## config.mk

```make
export PLATFORM = sky130hd
export DESIGN_NAME = lcd_bus_monitor
export DESIGN_NICKNAME = d
export VERILOG_FILES = /design/src/rtl/lcd_pkg.sv /design/src/rtl/lcd_ac_step.sv /design/src/rtl/lcd_bus_monitor.sv
export SDC_FILE = /design/constraint.sdc
export NUM_CORES = 1
export LEC_CHECK = 0
export CELL_PAD_IN_SITES_DETAIL_PLACEMENT = 1
export CELL_PAD_IN_SITES_GLOBAL_PLACEMENT = 2
export CORE_MARGIN = 10
export CORE_UTILIZATION = 41
export DETAILED_ROUTE_END_ITERATION = 16
export DONT_BUFFER_PORTS = 1
export GPL_ROUTABILITY_DRIVEN = 0
export PLACE_DENSITY = 0.86
export SYNTH_ARGS = -nofsm -noshare
export SYNTH_HDL_FRONTEND = slang
export SYNTH_SLANG_ARGS = --single-unit
```

## constraint.sdc

```tcl
create_clock -name CLOCK_50 -period 10.4 [get_ports CLOCK_50]
set_input_delay 0.52 -clock CLOCK_50 [delete_from_list [all_inputs] [get_ports CLOCK_50]]
set_output_delay 0.52 -clock CLOCK_50 [all_outputs]
set_load 0.03 [all_outputs]
```

## src/rtl/lcd_pkg.sv

```systemverilog
// Shared constants, types and decode helpers for the HD44780 bus monitor.
package lcd_pkg;

    localparam int unsigned AC_W      = 7;
    localparam int unsigned NUM_BYTES = 32;
    localparam int unsigned FRAME_W   = NUM_BYTES * 8;

    localparam logic [7:0] SPACE_CHAR = 8'h20;

    // Instruction class masks; a command is classified by its highest set bit.
    localparam logic [7:0] OP_CLEAR = 8'h01;
    localparam logic [7:0] OP_HOME  = 8'h02;
    localparam logic [7:0] OP_ENTRY = 8'h04;
    localparam logic [7:0] OP_DISP  = 8'h08;
    localparam logic [7:0] OP_SHIFT = 8'h10;
    localparam logic [7:0] OP_FUNC  = 8'h20;
    localparam logic [7:0] OP_CGRAM = 8'h40;
    localparam logic [7:0] OP_DDRAM = 8'h80;

    localparam logic [AC_W-1:0] ROW1_BASE    = 7'h00;
    localparam logic [AC_W-1:0] ROW2_BASE    = 7'h40;
    localparam logic [AC_W-1:0] ROW_MASK     = 7'h70;
    localparam logic [AC_W-1:0] LINE1_END_2L = 7'h27;
    localparam logic [AC_W-1:0] LINE2_END_2L = 7'h67;
    localparam logic [AC_W-1:0] LINE_END_1L  = 7'h4F;

    typedef enum logic [3:0] {
        CMD_NOP,
        CMD_CLEAR,
        CMD_HOME,
        CMD_ENTRY,
        CMD_DISP,
        CMD_SHIFT,
        CMD_FUNC,
        CMD_CGRAM,
        CMD_DDRAM
    } cmd_e;

    typedef struct packed {
        logic       valid;
        logic [4:0] idx;
    } frame_addr_t;

    function automatic cmd_e decode_cmd(input logic [7:0] op);
        cmd_e cmd;
        if      ((op & OP_DDRAM) != 8'h00) cmd = CMD_DDRAM;
        else if ((op & OP_CGRAM) != 8'h00) cmd = CMD_CGRAM;
        else if ((op & OP_FUNC)  != 8'h00) cmd = CMD_FUNC;
        else if ((op & OP_SHIFT) != 8'h00) cmd = CMD_SHIFT;
        else if ((op & OP_DISP)  != 8'h00) cmd = CMD_DISP;
        else if ((op & OP_ENTRY) != 8'h00) cmd = CMD_ENTRY;
        else if ((op & OP_HOME)  != 8'h00) cmd = CMD_HOME;
        else if ((op & OP_CLEAR) != 8'h00) cmd = CMD_CLEAR;
        else                               cmd = CMD_NOP;
        return cmd;
    endfunction

    // Only the first 16 columns of each row are visible in the frame image.
    function automatic frame_addr_t map_addr(input logic [AC_W-1:0] a);
        frame_addr_t m;
        m.valid = 1'b0;
        m.idx   = '0;
        if ((a & ROW_MASK) == ROW1_BASE) begin
            m.valid = 1'b1;
            m.idx   = {1'b0, a[3:0]};
        end else if ((a & ROW_MASK) == ROW2_BASE) begin
            m.valid = 1'b1;
            m.idx   = {1'b1, a[3:0]};
        end
        return m;
    endfunction

endpackage

```

## src/rtl/lcd_ac_step.sv

```systemverilog
// Address counter +/-1 step with HD44780 line wrap.
module lcd_ac_step
    import lcd_pkg::*;
(
    input  logic [AC_W-1:0] ac_i,
    input  logic            inc_i,
    input  logic            two_line_i,
    output logic [AC_W-1:0] ac_o
);

    always_comb begin
        ac_o = inc_i ? (ac_i + AC_W'(1)) : (ac_i - AC_W'(1));
        if (two_line_i) begin
            if (inc_i && (ac_i == LINE1_END_2L))       ac_o = ROW2_BASE;
            else if (inc_i && (ac_i == LINE2_END_2L))  ac_o = ROW1_BASE;
            else if (!inc_i && (ac_i == ROW1_BASE))    ac_o = LINE2_END_2L;
            else if (!inc_i && (ac_i == ROW2_BASE))    ac_o = LINE1_END_2L;
        end else begin
            if (inc_i && (ac_i == LINE_END_1L))        ac_o = ROW1_BASE;
            else if (!inc_i && (ac_i == ROW1_BASE))    ac_o = LINE_END_1L;
        end
    end

endmodule

```

## src/rtl/lcd_bus_monitor.sv

```systemverilog
// Passive HD44780 bus monitor: decodes driver writes into a 2x16 frame image,
// mode bits, address counter and an emulated busy timer.
module lcd_bus_monitor
    import lcd_pkg::*;
#(
    parameter int unsigned BUSY_SHORT = 2000,
    parameter int unsigned BUSY_LONG  = 76500
) (
    input  logic               CLOCK_50,
    input  logic               rst,
    input  logic               lcd_en,
    input  logic               rs,
    input  logic               rw,
    input  logic [7:0]         data,
    output logic [FRAME_W-1:0] frame_out,
    output logic               frame_valid,
    output logic [AC_W-1:0]    ac,
    output logic               busy,
    output logic               display_on,
    output logic               cursor_on,
    output logic               blink_on,
    output logic               entry_inc,
    output logic               entry_shift,
    output logic               two_line,
    output logic               dl8,
    output logic               err_busy
);

    localparam int unsigned BUSY_MAX = (BUSY_LONG > BUSY_SHORT) ? BUSY_LONG : BUSY_SHORT;
    localparam int unsigned CNT_W    = (BUSY_MAX < 1) ? 1 : $clog2(BUSY_MAX + 1);

    logic en_s1_q, en_s2_q, en_s3_q;
    logic rs_s1_q, rs_s2_q, rw_s1_q, rw_s2_q;
    logic [7:0] data_s1_q, data_s2_q;

    logic [FRAME_W-1:0] frame_q, frame_d;
    logic [AC_W-1:0]    ac_q, ac_d;
    logic               cgram_q, cgram_d;
    logic               entry_inc_q, entry_inc_d;
    logic               entry_shift_q, entry_shift_d;
    logic               display_on_q, display_on_d;
    logic               cursor_on_q, cursor_on_d;
    logic               blink_on_q, blink_on_d;
    logic               two_line_q, two_line_d;
    logic               dl8_q, dl8_d;
    logic [CNT_W-1:0]   busy_cnt_q, busy_cnt_d;
    logic               busy_q, busy_d;
    logic               err_busy_q, err_busy_d;
    logic               frame_valid_q, frame_valid_d;

    logic            wr_accept;
    logic            step_inc;
    logic [AC_W-1:0] ac_next;
    cmd_e            cmd;
    frame_addr_t     wr_addr;

    // A write commits on the synchronized falling edge of the strobe; reads are ignored.
    assign wr_accept = en_s3_q & ~en_s2_q & ~rw_s2_q;
    assign cmd       = decode_cmd(data_s2_q);
    assign wr_addr   = map_addr(ac_q);
    assign step_inc  = rs_s2_q ? entry_inc_q : data_s2_q[2];

    lcd_ac_step u_ac_step (
        .ac_i       (ac_q),
        .inc_i      (step_inc),
        .two_line_i (two_line_q),
        .ac_o       (ac_next)
    );

    always_ff @(posedge CLOCK_50) begin
        if (rst) begin
            en_s1_q       <= 1'b0;
            en_s2_q       <= 1'b0;
            en_s3_q       <= 1'b0;
            rs_s1_q       <= 1'b0;
            rs_s2_q       <= 1'b0;
            rw_s1_q       <= 1'b0;
            rw_s2_q       <= 1'b0;
            data_s1_q     <= '0;
            data_s2_q     <= '0;
            frame_q       <= {NUM_BYTES{SPACE_CHAR}};
            ac_q          <= '0;
            cgram_q       <= 1'b0;
            entry_inc_q   <= 1'b1;
            entry_shift_q <= 1'b0;
            display_on_q  <= 1'b0;
            cursor_on_q   <= 1'b0;
            blink_on_q    <= 1'b0;
            two_line_q    <= 1'b0;
            dl8_q         <= 1'b0;
            busy_cnt_q    <= '0;
            busy_q        <= 1'b0;
            err_busy_q    <= 1'b0;
            frame_valid_q <= 1'b0;
        end else begin
            en_s1_q       <= lcd_en;
            en_s2_q       <= en_s1_q;
            en_s3_q       <= en_s2_q;
            rs_s1_q       <= rs;
            rs_s2_q       <= rs_s1_q;
            rw_s1_q       <= rw;
            rw_s2_q       <= rw_s1_q;
            data_s1_q     <= data;
            data_s2_q     <= data_s1_q;
            frame_q       <= frame_d;
            ac_q          <= ac_d;
            cgram_q       <= cgram_d;
            entry_inc_q   <= entry_inc_d;
            entry_shift_q <= entry_shift_d;
            display_on_q  <= display_on_d;
            cursor_on_q   <= cursor_on_d;
            blink_on_q    <= blink_on_d;
            two_line_q    <= two_line_d;
            dl8_q         <= dl8_d;
            busy_cnt_q    <= busy_cnt_d;
            busy_q        <= busy_d;
            err_busy_q    <= err_busy_d;
            frame_valid_q <= frame_valid_d;
        end
    end

    // Instruction/data execution; busy stays high for exactly the loaded count.
    always_comb begin
        frame_d       = frame_q;
        ac_d          = ac_q;
        cgram_d       = cgram_q;
        entry_inc_d   = entry_inc_q;
        entry_shift_d = entry_shift_q;
        display_on_d  = display_on_q;
        cursor_on_d   = cursor_on_q;
        blink_on_d    = blink_on_q;
        two_line_d    = two_line_q;
        dl8_d         = dl8_q;
        err_busy_d    = err_busy_q;
        frame_valid_d = 1'b0;
        busy_cnt_d    = (busy_cnt_q != '0) ? (busy_cnt_q - CNT_W'(1)) : '0;

        if (wr_accept) begin
            if (busy_q) err_busy_d = 1'b1;
            if (rs_s2_q) begin
                busy_cnt_d = CNT_W'(BUSY_SHORT);
                if (!cgram_q) begin
                    if (wr_addr.valid) frame_d[{wr_addr.idx, 3'b000} +: 8] = data_s2_q;
                    ac_d = ac_next;
                end
            end else begin
                if (cmd != CMD_NOP) busy_cnt_d = CNT_W'(BUSY_SHORT);
                case (cmd)
                    CMD_CLEAR: begin
                        frame_d     = {NUM_BYTES{SPACE_CHAR}};
                        ac_d        = '0;
                        entry_inc_d = 1'b1;
                        cgram_d     = 1'b0;
                        busy_cnt_d  = CNT_W'(BUSY_LONG);
                    end
                    CMD_HOME: begin
                        ac_d          = '0;
                        cgram_d       = 1'b0;
                        busy_cnt_d    = CNT_W'(BUSY_LONG);
                        frame_valid_d = 1'b1;
                    end
                    CMD_ENTRY: begin
                        entry_inc_d   = data_s2_q[1];
                        entry_shift_d = data_s2_q[0];
                    end
                    CMD_DISP: begin
                        display_on_d = data_s2_q[2];
                        cursor_on_d  = data_s2_q[1];
                        blink_on_d   = data_s2_q[0];
                    end
                    CMD_SHIFT: begin
                        if (!data_s2_q[3]) ac_d = ac_next;
                    end
                    CMD_FUNC: begin
                        dl8_d      = data_s2_q[4];
                        two_line_d = data_s2_q[3];
                    end
                    CMD_CGRAM: cgram_d = 1'b1;
                    CMD_DDRAM: begin
                        ac_d    = data_s2_q[6:0];
                        cgram_d = 1'b0;
                    end
                    default: ;
                endcase
            end
        end

        busy_d = (busy_cnt_d != '0);
    end

    assign frame_out   = frame_q;
    assign frame_valid = frame_valid_q;
    assign ac          = ac_q;
    assign busy        = busy_q;
    assign display_on  = display_on_q;
    assign cursor_on   = cursor_on_q;
    assign blink_on    = blink_on_q;
    assign entry_inc   = entry_inc_q;
    assign entry_shift = entry_shift_q;
    assign two_line    = two_line_q;
    assign dl8         = dl8_q;
    assign err_busy    = err_busy_q;

endmodule

```

### After elaboration in Yosys (flattened, before gate mapping)

Index checks and enable logic that the tools add are counted.

| cells by class | value |
|---|---|
| $add $sub $neg | 4 |
| multiply operators | 0 |
| div/mod/pow operators | 0 |
| order comparisons | 0 |
| equal/unequal tests | 16 |
| shift-type cells | 2 |
| mux-type cells | 36 |
| bitwise logic cells | 6 |
| reduce and logical (&&, ||, !) cells | 26 |

Operator list:

| cell | count |
|---|---|
| 256-bit 2-to-1 mux | 4 |
| 256-bit bitwise mux | 1 |
| 8-bit by 10-bit variable shift with 256-bit output (first input constant) | 1 |
| 8-bit by 10-bit variable part select with 256-bit output | 1 |
| 17-bit 2-to-1 mux | 5 |
| 7-bit 2-to-1 mux | 11 |
| 17-bit nonzero test | 2 |
| 7-bit == test (second input constant) | 3 |
| 7-bit one-hot mux with 3 select lines | 1 |
| 4-bit 2-to-1 mux | 5 |
| 17-bit by 1-bit subtractor with 17-bit output (second input constant) | 1 |
| 4-bit by 3-bit == test with 1-bit output (second input constant) | 4 |
| 3-bit AND reduction | 5 |
| 7-bit logical NOT | 2 |
| 6-bit 2-to-1 mux | 2 |
| 8-bit negator with 10-bit output | 1 |
| 4-bit by 2-bit == test with 1-bit output (second input constant) | 2 |
| 4-bit AND reduction | 2 |
| 4-bit nonzero test | 2 |
| 7-bit by 1-bit adder with 7-bit output (second input constant) | 1 |
| 7-bit by 6-bit == test with 1-bit output (second input constant) | 1 |
| 7-bit by 1-bit subtractor with 7-bit output (second input constant) | 1 |
| 2-bit nonzero test | 3 |
| 3-bit OR reduction | 2 |
| other kinds (15) | 27 |

| storage, ports and cells | value |
|---|---|
| bits in registers | 314 |
| latch bits | 0 |
| memory bits (writable) | 0 |
| memory bits (read-only) | 0 |
| input port bits | 13 |
| output and inout bits | 273 |
| word-level logic and storage cells | 113 |
| memories kept | 0 |

### Depth between registers and ports, before layout

| depth | value |
|---|---|
| depth in word-level cells | 14 |
| depth in mapped cells | 16 |
| gate-level depth less buffers | 10 |

### Modules after synthesis

From an unflattened synthesis, not the netlist that was laid out.

| unflattened totals | value |
|---|---|
| cells, all modules | 1171 |
| area, all modules | 11905.2 um^2 |

By module, submodules not included:

| module | instances | cells each | area an instance (um^2) | seq. area each (um^2) |
|---|---|---|---|---|
| lcd_bus_monitor | 1 | 1117 | 11503.5 | 6286.0 |
| lcd_ac_step | 1 | 54 | 401.6 | 0.0 |

### Worst setup path after synthesis

No wires, ideal clock.

| path | value |
|---|---|
| kind | register -> register |
| start point | register ac_q[4], in the netlist ac[4] |
| end point | register frame_q[176], in the netlist frame_out[176] |
| setup time | 0.134 ns |
| arrival time | 3.601 ns |
| required time | 10.266 ns |
| path slack | 6.665 ns |
| cell stages (with the launch flop) | 14 |
| cell sequence | dfxtp_1 -> buf_2 -> or2_0 -> buf_2 -> buf_4 -> clkbuf_1 -> nor2_1 -> ha_1 -> buf_2 -> inv_1 -> nor4_2 -> nand3_1 -> a21oi_1 -> o32ai_1 |

| between the ends | value |
|---|---|
| word-level cells in the longest chain between the ends | 9 |

Ends and longest elaborated chain:

| element | RTL line | source |
|---|---|---|
| from (decl) | lcd_bus_monitor.sv:37 | `logic [AC_W-1:0] ac_q, ac_d;` |
| from (signal assigned) | lcd_bus_monitor.sv:82 | `ac_q <= '0;` |
| from (signal assigned) | lcd_bus_monitor.sv:106 | `ac_q <= ac_d;` |
| 3-bit == test | lcd_pkg.sv:66 | `end else if ((a & ROW_MASK) == ROW2_BASE) begin` |
| 6-bit 2-to-1 mux | lcd_pkg.sv:66 |  |
| 6-bit 2-to-1 mux (*) | lcd_pkg.sv:63 | `if ((a & ROW_MASK) == ROW1_BASE) begin` |
| 8-bit negator with 10-bit output | lcd_bus_monitor.sv:143 | `if (wr_addr.valid) frame_d[{wr_addr.idx, 3'b000} +: 8] = data_s2_q;` |
| 8-bit by 10-bit variable part select with 256-bit output / 8-bit by 10-bit variable shift with 256-bit output (equally long branches) | lcd_bus_monitor.sv:143 |  |
| 256-bit bitwise mux | lcd_bus_monitor.sv:143 |  |
| 256-bit 2-to-1 mux | lcd_bus_monitor.sv:143 |  |
| 256-bit 2-to-1 mux | lcd_bus_monitor.sv:142 | `if (!cgram_q) begin` |
| 256-bit 2-to-1 mux | lcd_bus_monitor.sv:140 | `if (rs_s2_q) begin` |
| to (signal assigned) | lcd_bus_monitor.sv:81 | `frame_q <= {NUM_BYTES{SPACE_CHAR}};` |
| to (signal assigned) | lcd_bus_monitor.sv:105 | `frame_q <= frame_d;` |
| to (decl) | lcd_bus_monitor.sv:36 | `logic [FRAME_W-1:0] frame_q, frame_d;` |

Every way passes the cells marked *; elsewhere a longest branch is shown, timed or not. The select of a mux whose other input is x is not followed.
A chain may end at the register's enable or synchronous reset.

### Worst setup path in the final report

| path | value |
|---|---|
| start point | register ac_q[4], in the netlist ac[4] |
| end point | register frame_q[178], in the netlist frame_out[178] |

The elaborated chain is that of the path after synthesis.

==> results.ini <==
[synth]
synth_cell_types = 82
synth_xor_area_frac = 0.0134
synthMuxAreaShare = 0.0176
synthCells = 1370
async_flop_share = 0
yosysSeqAreaShare = 0.481
syn-num-nets = 1394
synth-compound-area-share = 0.255
synthesis.area_um2 = 13100
synthAdderAreaFrac = 0.0111
synth_top_family_by_area = compound AO/OA/AOI/OAI gates
ys_ff_latch = 314
syn_area_per_cell_um2 = 9.53
yosys.area_share.simple = 0.167
synth_edf_count = 0
yosysWarnings = 0
synth_ff_type = dfxtp_1

[clocking]
cts_root_buf = clkbuf_16
numCtsBuffers = 37
cts_tree = yes
clk-insertion-delay-late_ps = 520
cts_num_sinks = 314
clock_path_buffers = 3
post_cts_resized = 0
ctsHoldBuffers = 0
ctsHtreeMaxLevel = 2
post_cts.repair.setup_buffers = 0
cts.clk_slew.worst_paths_ps = 60

[die]
die_w_um = 198
coreArea_um2 = 31500
ioPinCount = 286
rows = 65
die_area_um2 = 39400
die_h_um = 198
start_util = 0.415

[timing]
tns_ps = 0
worst_pin_slew_ps = 1240
rsz0062_at_grt = false
period_share = 0.462
slew_headroom = 0.168
finalHoldViolations = 0
slew_violations = 0
finalClockSkew_ps = 15.0
fmax_mhz = 208
setup_viol = 0
layout_min_cycle_time_ps = 4810

[cells_and_area]
area_growth_pct = 11.2
final_cell_mix = dfxtp_1 (314), nor2_1 (160), nand2_1 (92), inv_1 (78), a21oi_1 (58)
nets = 1351
design_area_um2 = 14500
fin_cells = 1755
n_antenna_cell = 0
num-fill-cells = 3486
layout_commonest_cell = dfxtp_1
drive_gt1_frac = 0.0968

[global_routing]
overflow = 0
antenna_found_initial = 0
grt_usage = 0.226
grt_pass1_wl_um = 69600
grt_pass1_vias = 10777
grt_max_degree = 284

[setup_path]
reg2reg_depth = 9
crit_type = reg -> reg
reg2reg_from = ac[4]
ff2ff_setup_slack_ps = 5590
crit-reg2reg-capture = frame_out[178]
critical_path_required_ps = 10780
crit_path_max_fanout = 16
critPathLaunchType = register
worstPathArrival_ps = 5190
worstSetupEndpointType = register

[detailed_routing]
via_per_inst = 6.12
ant_nets = 0
drc = 0
wire_per_inst_um = 26.5
vias = 10748
drt-total-wl_um = 46400
drtPass1Iterations = 5
drt_iter0_drc = 649

[power_and_ir_drop]
intPower_mw = 2.18
switchingPower_mw = 0.777
pwr-share-clk = 0.446
swShare = 0.263
pwr-share-comb = 0.119
vdd_drop_max_mv = 0.129
p_seq_frac = 0.436
power_density_nw_per_um2 = 204
leakage_nw = 4.72

[worst_hold_path]
min_to = dl8
hp-class = in -> reg
min_from = rst
whs_path_depth = 1

[outcome]
status = complete, no violations

[placement]
placed_cells = 1690
dpl_cell_area_um2 = 13300
portBuffers = 0
dp_hpwl_um = 31500

[job]
cap_violations = 0

-- synthesized netlist by cell type (9+ instances only) --
| cell type | number | area share |
|---|---|---|
| o31a_1 | 9 | 0.0060 |
| o221ai_2 | 11 | 0.013 |
| o21ai_0 | 35 | 0.013 |
| nor2_1 | 160 | 0.046 |
| nor2b_1 | 30 | 0.014 |
| nor4_4 | 12 | 0.020 |
| a21oi_1 | 58 | 0.022 |
| buf_2 | 20 | 0.0077 |
| or3_1 | 13 | 0.0062 |
| a211oi_1 | 16 | 0.0092 |
| nor3_1 | 15 | 0.0057 |
| inv_1 | 78 | 0.022 |
| nand3_1 | 20 | 0.0077 |
| o2bb2ai_1 | 28 | 0.019 |
| a32oi_1 | 56 | 0.038 |
| a22oi_1 | 41 | 0.024 |
| a21o_1 | 11 | 0.0063 |
| o31ai_1 | 11 | 0.0063 |
| dfxtp_1 | 314 | 0.48 |
| nand4_1 | 11 | 0.0053 |
| clkbuf_1 | 68 | 0.020 |
| a32o_1 | 28 | 0.021 |
| nand2_1 | 92 | 0.026 |
| ha_1 | 10 | 0.0096 |
| o32ai_1 | 56 | 0.038 |
| mux2i_1 | 16 | 0.012 |
| nand2b_1 | 12 | 0.0057 |
-- per-layer routing --
layer  up-vias  share of wire  wire [µm]  GRT usage
li1       4987              -          -          -
met1      5376           0.39      18100      0.261
met2       334           0.48      22300      0.375
met3        51           0.11       5320      0.103
met4         0          0.016        723     0.0472
met5         -              0          0          0
-- state kept, by name, summed over array words and instances, names as in the netlist --
signal / cells
ac: 7
blink_on: 1
busy: 1
busy_cnt_q: 17
cgram_q: 1
cursor_on: 1
data_s1_q: 8
data_s2_q: 8
display_on: 1
dl8: 1
en_s1_q: 1
en_s2_q: 1
en_s3_q: 1
entry_inc: 1
entry_shift: 1
err_busy: 1
frame_out: 256
frame_valid: 1
rs_s1_q: 1
rs_s2_q: 1
rw_s1_q: 1
rw_s2_q: 1
two_line: 1
-- cell families after synthesis --
family          count (synthesis)
fa+ha+maj                      11
mux                            21
simple gates                  411
flops                         314
xor+xnor                       17
buf+inv                       179
compound gates                417
-- power by group through the flow --
stage / Combinational, mW / Sequential [mW] / Clock (mW)
after global placement: 0.335 / 1.31 / 0
after global routing: 0.390 / 1.29 / 1.39
after CTS: 0.346 / 1.29 / 1.34
final: 0.350 / 1.29 / 1.32
after detailed placement: 0.345 / 1.31 / 0
after floorplan: 0.285 / 1.30 / 0
-- worst max-delay path, cell delays in order, from the launching register on --
cell	delay, ps
dfxtp_1	520
nor2_1	900
nand2_1	390
inv_1	170
ha_1	530
inv_1	300
nor4_2	630
nand3_1	410
a21oi_1	690
o32ai_1	150
-- worst max-delay path by stage --
stage	end	slack [ps]	start
after floorplan	frame_out[176]	6660	ac[4]
after global placement	frame_out[176]	5910	ac[4]
after detailed placement	frame_out[176]	5740	ac[4]
after CTS	frame_out[178]	5680	ac[4]
after global routing	frame_out[179]	5140	ac[4]
final	frame_out[178]	5590	ac[4]
-- stage by stage --
stage	setup WS, ps	hold WS, ps	util	power [mW]
CTS	5680	119	0.461	2.97
detailed placement	5740	432	0.422	1.66
global route	5140	68.7	0.461	3.08
floorplan	6660	414	-	1.58
global placement	5910	419	0.422	1.64
finish	5590	82.2	0.461	2.96
-- final cells by class --
type	instances	area, µm²	area share
Clock buffer	53	1060	0.0729
Clock inverter	12	174	0.0120
Inverter	80	300	0.0207
Multi-Input combinational cell	877	6070	0.418
Sequential cell	314	6290	0.433
Tap cell	402	503	0.0346
Timing Repair Buffer	17	128	0.00879
Note: power is estimated with default switching activity, not from simulation.
